$ cat src/rtl/instruction_fetch.sv
// Instruction fetch: one outstanding imem read feeding a small decoder buffer.
// Define FETCH_PREFETCH_EN for a 2-entry buffer; otherwise the buffer holds 1 entry.
module instruction_fetch #(
    parameter int PC_WIDTH = 8,
    parameter int RESET_PC = 0
) (
    input  logic                clk,
    input  logic                rst,
    output logic                imem_req,
    output logic [PC_WIDTH-1:0] imem_addr,
    input  logic                imem_ack,
    input  logic [7:0]          imem_rdata,
    output logic [7:0]          instr,
    output logic [PC_WIDTH-1:0] instr_pc,
    output logic                instr_valid,
    input  logic                instr_ready,
    input  logic                branch_taken,
    input  logic [PC_WIDTH-1:0] branch_target,
    input  logic                halt
);

    localparam logic [PC_WIDTH-1:0] START_PC = PC_WIDTH'(RESET_PC);
`ifdef FETCH_PREFETCH_EN
    localparam logic [1:0] DEPTH = 2'd2;
`else
    localparam logic [1:0] DEPTH = 2'd1;
`endif

    typedef enum logic [1:0] {
        IDLE,
        REQ,
        DISCARD
    } state_t;

    state_t              state, state_nx;
    logic [PC_WIDTH-1:0] fetch_pc, pc_nx, addr_nx, pc_inc;
    logic [1:0]          count, count_nx;
    logic                rd_ptr, wr_ptr;
    logic                push, pop, space;
    logic [7:0]          ent_data [2];
    logic [PC_WIDTH-1:0] ent_pc   [2];

    function automatic logic ptr_inc(input logic p);
        return (DEPTH == 2'd2) ? ~p : 1'b0;
    endfunction

    assign instr_valid = (count != 2'd0);
    assign instr       = ent_data[rd_ptr];
    assign instr_pc    = ent_pc[rd_ptr];

    always_comb begin
        pop      = instr_valid & instr_ready & ~branch_taken;
        push     = (state == REQ) & imem_ack & ~branch_taken;
        count_nx = count + {1'b0, push} - {1'b0, pop};
        space    = (count_nx < DEPTH);
        pc_inc   = fetch_pc + PC_WIDTH'(1);
        state_nx = state;
        pc_nx    = fetch_pc;
        addr_nx  = imem_addr;
        if (branch_taken) begin
            pc_nx = branch_target;
            // A read still in flight must be drained before the new address goes out.
            if (state != IDLE && !imem_ack) begin
                state_nx = DISCARD;
            end else begin
                state_nx = halt ? IDLE : REQ;
                addr_nx  = branch_target;
            end
        end else begin
            unique case (state)
                IDLE: begin
                    if (!halt && space) state_nx = REQ;
                end
                REQ: begin
                    if (imem_ack) begin
                        pc_nx    = pc_inc;
                        addr_nx  = pc_inc;
                        state_nx = (!halt && space) ? REQ : IDLE;
                    end
                end
                DISCARD: begin
                    if (imem_ack) begin
                        addr_nx  = fetch_pc;
                        state_nx = (!halt && space) ? REQ : IDLE;
                    end
                end
                default: state_nx = IDLE;
            endcase
        end
    end

    always_ff @(posedge clk or posedge rst) begin
        if (rst) begin
            state       <= IDLE;
            imem_req    <= 1'b0;
            fetch_pc    <= START_PC;
            imem_addr   <= START_PC;
            count       <= 2'd0;
            rd_ptr      <= 1'b0;
            wr_ptr      <= 1'b0;
            ent_data[0] <= 8'd0;
            ent_data[1] <= 8'd0;
            ent_pc[0]   <= '0;
            ent_pc[1]   <= '0;
        end else begin
            state     <= state_nx;
            imem_req  <= (state_nx != IDLE);
            fetch_pc  <= pc_nx;
            imem_addr <= addr_nx;
            if (branch_taken) begin
                count  <= 2'd0;
                rd_ptr <= 1'b0;
                wr_ptr <= 1'b0;
            end else begin
                count <= count_nx;
                if (push) begin
                    ent_data[wr_ptr] <= imem_rdata;
                    ent_pc[wr_ptr]   <= imem_addr;
                    wr_ptr           <= ptr_inc(wr_ptr);
                end
                if (pop) rd_ptr <= ptr_inc(rd_ptr);
            end
        end
    end

endmodule

$ cat config.mk
export PLATFORM = sky130hd
export DESIGN_NAME = instruction_fetch
export DESIGN_NICKNAME = d
export VERILOG_FILES = /design/src/rtl/instruction_fetch.sv
export SDC_FILE = /design/constraint.sdc
export NUM_CORES = 1
export LEC_CHECK = 0
export CAP_MARGIN = 20
export CORE_MARGIN = 5
export CORE_UTILIZATION = 53
export CTS_CLUSTER_SIZE = 30
export DETAILED_ROUTE_END_ITERATION = 16
export GPL_TIMING_DRIVEN = 0
export PLACE_DENSITY = 0.87
export REMOVE_ABC_BUFFERS = 1
export SYNTH_ARGS = -nofsm -noshare
export SYNTH_HDL_FRONTEND = slang
export SYNTH_SLANG_ARGS = --single-unit
$ cat constraint.sdc
create_clock -name clk -period 4.1 [get_ports clk]
set_input_delay 0.82 -clock clk [delete_from_list [all_inputs] [get_ports clk]]
set_output_delay 0.82 -clock clk [all_outputs]
set_load 0.01 [all_outputs]
==> metrics, run 1 <==
die height 70.7 µm; clock skew 0.00735 ns; number of fill cells 234; Hold Fails Final Rpt 0; H-tree levels 2; largest family of logic cells by synthesized area multiplexers; adder-cell area share of the yosys netlist 4.49%; TritonCTS Buffers 5; Placeable Area 3610 µm²; DR vias 1420; GPL Wtd Cong 0.826; CTS resizes 0; Starting Density 54.1%; HPWL Detailed 2.89 mm; mean post-synth cell area 11.7 µm²; global route overflow 0; die area 4990 µm²; I/O pin count 48; peak supply drop 340 µV; Die X 70.7 µm; Antenna Violating Nets Remaining 0; Root Driver clkbuf_8; leakage power 1.16 nW; TNS Setup 0 ns; layout cells sized above 1 13.4%; Worst-path clk slew 0.07 ns; mux contribution to synthesized area 16.4%; kind of critical path in -> reg; status completed; mapped cell area 1950 µm²; initial antenna violation count 0; leading area contributor after synthesis dfrtp_1; Hold Crit Class reg -> reg; Site Rows 22; final setup vio count 0; Cells after DPL 256; part of the cycle the worst path needs 91.0%; I/O Buffers 47; Crit Path Max Fanout 22; crit path capture type flop; crit path time final 3.73 ns; PwrDens 654 nW/µm²; CP startpoint kind input pin; Slew @ Worst Pin 0.895 ns; initial DRC count 88; global-route wire length before repair 6.70 mm; Max clock buf depth 2; Global Route Usage Sum 16.9%; power after layout 1.70 mW; RSZ-0062 raised after global routing false; Worst Hold Launch ent_data[14]; Fin Hold WS 0.496 ns; non-filler instance count after layout 265; hold_buf cts 0; commonest non-fill, non-tap cell in the layout clkdlybuf4s50_1; Synth area leaders dfrtp_1, mux2_4, ha_1; Synthesis Warnings 0; worst setup margin 0.370 ns; WL final 4.07 mm; vias in the first global route 1416; CTS sink cnt 37; DR pass1 iterations 4; post-route DRC violation count 0; Post-Synthesis Cells 167; FMAX 268 MHz; Max-Cap Viols 0; Antenna diodes 0; largest net degree at the start of global routing 33; sequential area share after synthesis 47.5%; count of cell types in the netlist 42; Clk Latency, worst-skew pair 0.29 ns; TritonCTS clock tree done; most frequent cells in the layout clkdlybuf4s50_1, dfrtp_1, nand2_1; post-CTS setup buffer count 0; worst slack at placement -0.273 ns; post-synthesis register bit count 37; Vias/cell 5.36; Post-Synth Simple-Gate Area 13.3%; multi-input logic area 952 µm²; complex-gate fraction of the synthesized area 8.08%; wire length per cell 15.3 µm; Final Max Tran Viols 0; CP startpoint branch_taken; Slew headroom 40.4%; Final #Nets 245; FF/Latch Area 926 µm²; area delta synth->final 33.6%; Reg-to-Reg Start state[1]; post-synth top area share 47.5%; XOR/XNOR Fraction of Synth Area 6.61%; Critical Path RT 4.28 ns; critical path arrival 3.91 ns
==> registers in the layout (all words and copies together), names as in the netlist <==
name       count
ent_pc         8
ent_data       8
imem_req       1
imem_addr      8
state          2
fetch_pc       8
count          2
==> per-stage QoR <==
stage	util [%]	cell area, µm²
5_1_grt	72.3	2610
6_report	72.3	2610
4_1_cts	71.5	2580
3_5_place_dp	68.2	2460
3_3_place_gp	67.4	2430
2_1_floorplan	-	1900
==> synth_stat cells, drive strengths merged <==
master / count
nand2: 11
mux2: 20
xor2: 5
nor3: 6
buf: 7
inv: 6
a21oi: 6
a211oi: 2
a22o: 2
xor3: 1
o21a: 2
a221o: 1
o211ai: 1
nor3b: 1
o21ai: 7
nand3: 2
and3: 1
nand4b: 2
nor2b: 5
o31ai: 1
or3b: 2
mux2i: 6
and3b: 1
nand2b: 3
dfrtp: 37
nor2: 8
o31a: 1
ha: 7
xnor2: 7
or2: 3
a22oi: 1
nand4: 2
==> cell type report <==
type | instances | area share [%]
well taps | 48 | 2.30
inverters | 6 | 0.864
clock inverters | 2 | 1.44
flip-flops and latches | 37 | 35.5
clock buffers | 6 | 3.17
multi-input cells | 117 | 36.5
repair buffers | 49 | 20.2
==> power by group <==
| part | leakage (nW) | switching (mW) | internal, mW |
|---|---|---|---|
| Combinational | 0.653 | 0.298 | 0.451 |
| Sequential | 0.446 | 0.111 | 0.513 |
| Clock | 0.0574 | 0.135 | 0.198 |
| Total | 1.16 | 0.543 | 1.16 |
==> final timing paths <==
| kind | endpoint | slack, ns | depth (start not counted) |
|---|---|---|---|
| max | imem_req | 0.37 | 10 |
| max in group asynchronous | ent_data[14] | 2.53 | 3 |
| min | ent_data[14] | 0.50 | 1 |
| min in group asynchronous | fetch_pc[1] | 1.00 | 2 |
| min reg2reg | ent_data[14] | 0.50 | 1 |
| max reg2reg | imem_req | 1.03 | 11 |
==> logic make-up after synthesis <==
group,count (synthesis)
xor gates and xnor gates,13
muxes,26
and+or+nand+nor,47
buffers and inverters,13
AOI/OAI and AO/OA,24
DFF,37
adders and majority gates,7
==> metal layers <==
layer	routed length (µm)	global-route usage, %	share of wire, %	vias to the layer above
met5	0	0	0	-
met4	77	7.93	1.9	0
met3	221	4.55	5.4	6
met2	1990	28.0	49	41
met1	1780	20.6	44	689
li1	-	-	-	684
==> worst max-delay path, stage by stage <==
cell and delay (ns):
clkdlybuf4s50_1 0.73, buf_16 0.22, or2_1 0.71, ha_1 0.36
inv_1 0.06, ha_1 0.14, xor3_1 0.23, nor3_1 0.27
a22oi_1 0.14, or2_1 0.22
(Power assumes the default switching activity.)
==> run 2: changes to the inputs <==
--- a/config.mk
+++ b/config.mk
@@ -13,6 +13,7 @@
 export GPL_TIMING_DRIVEN = 0
 export PLACE_DENSITY = 0.87
 export REMOVE_ABC_BUFFERS = 1
+export SKIP_LAST_GASP = 1
 export SYNTH_ARGS = -nofsm -noshare
 export SYNTH_HDL_FRONTEND = slang
 export SYNTH_SLANG_ARGS = --single-unit
==> results of run 2 <==
No change in the layout: final DEF, timing and power equal those of run 1.
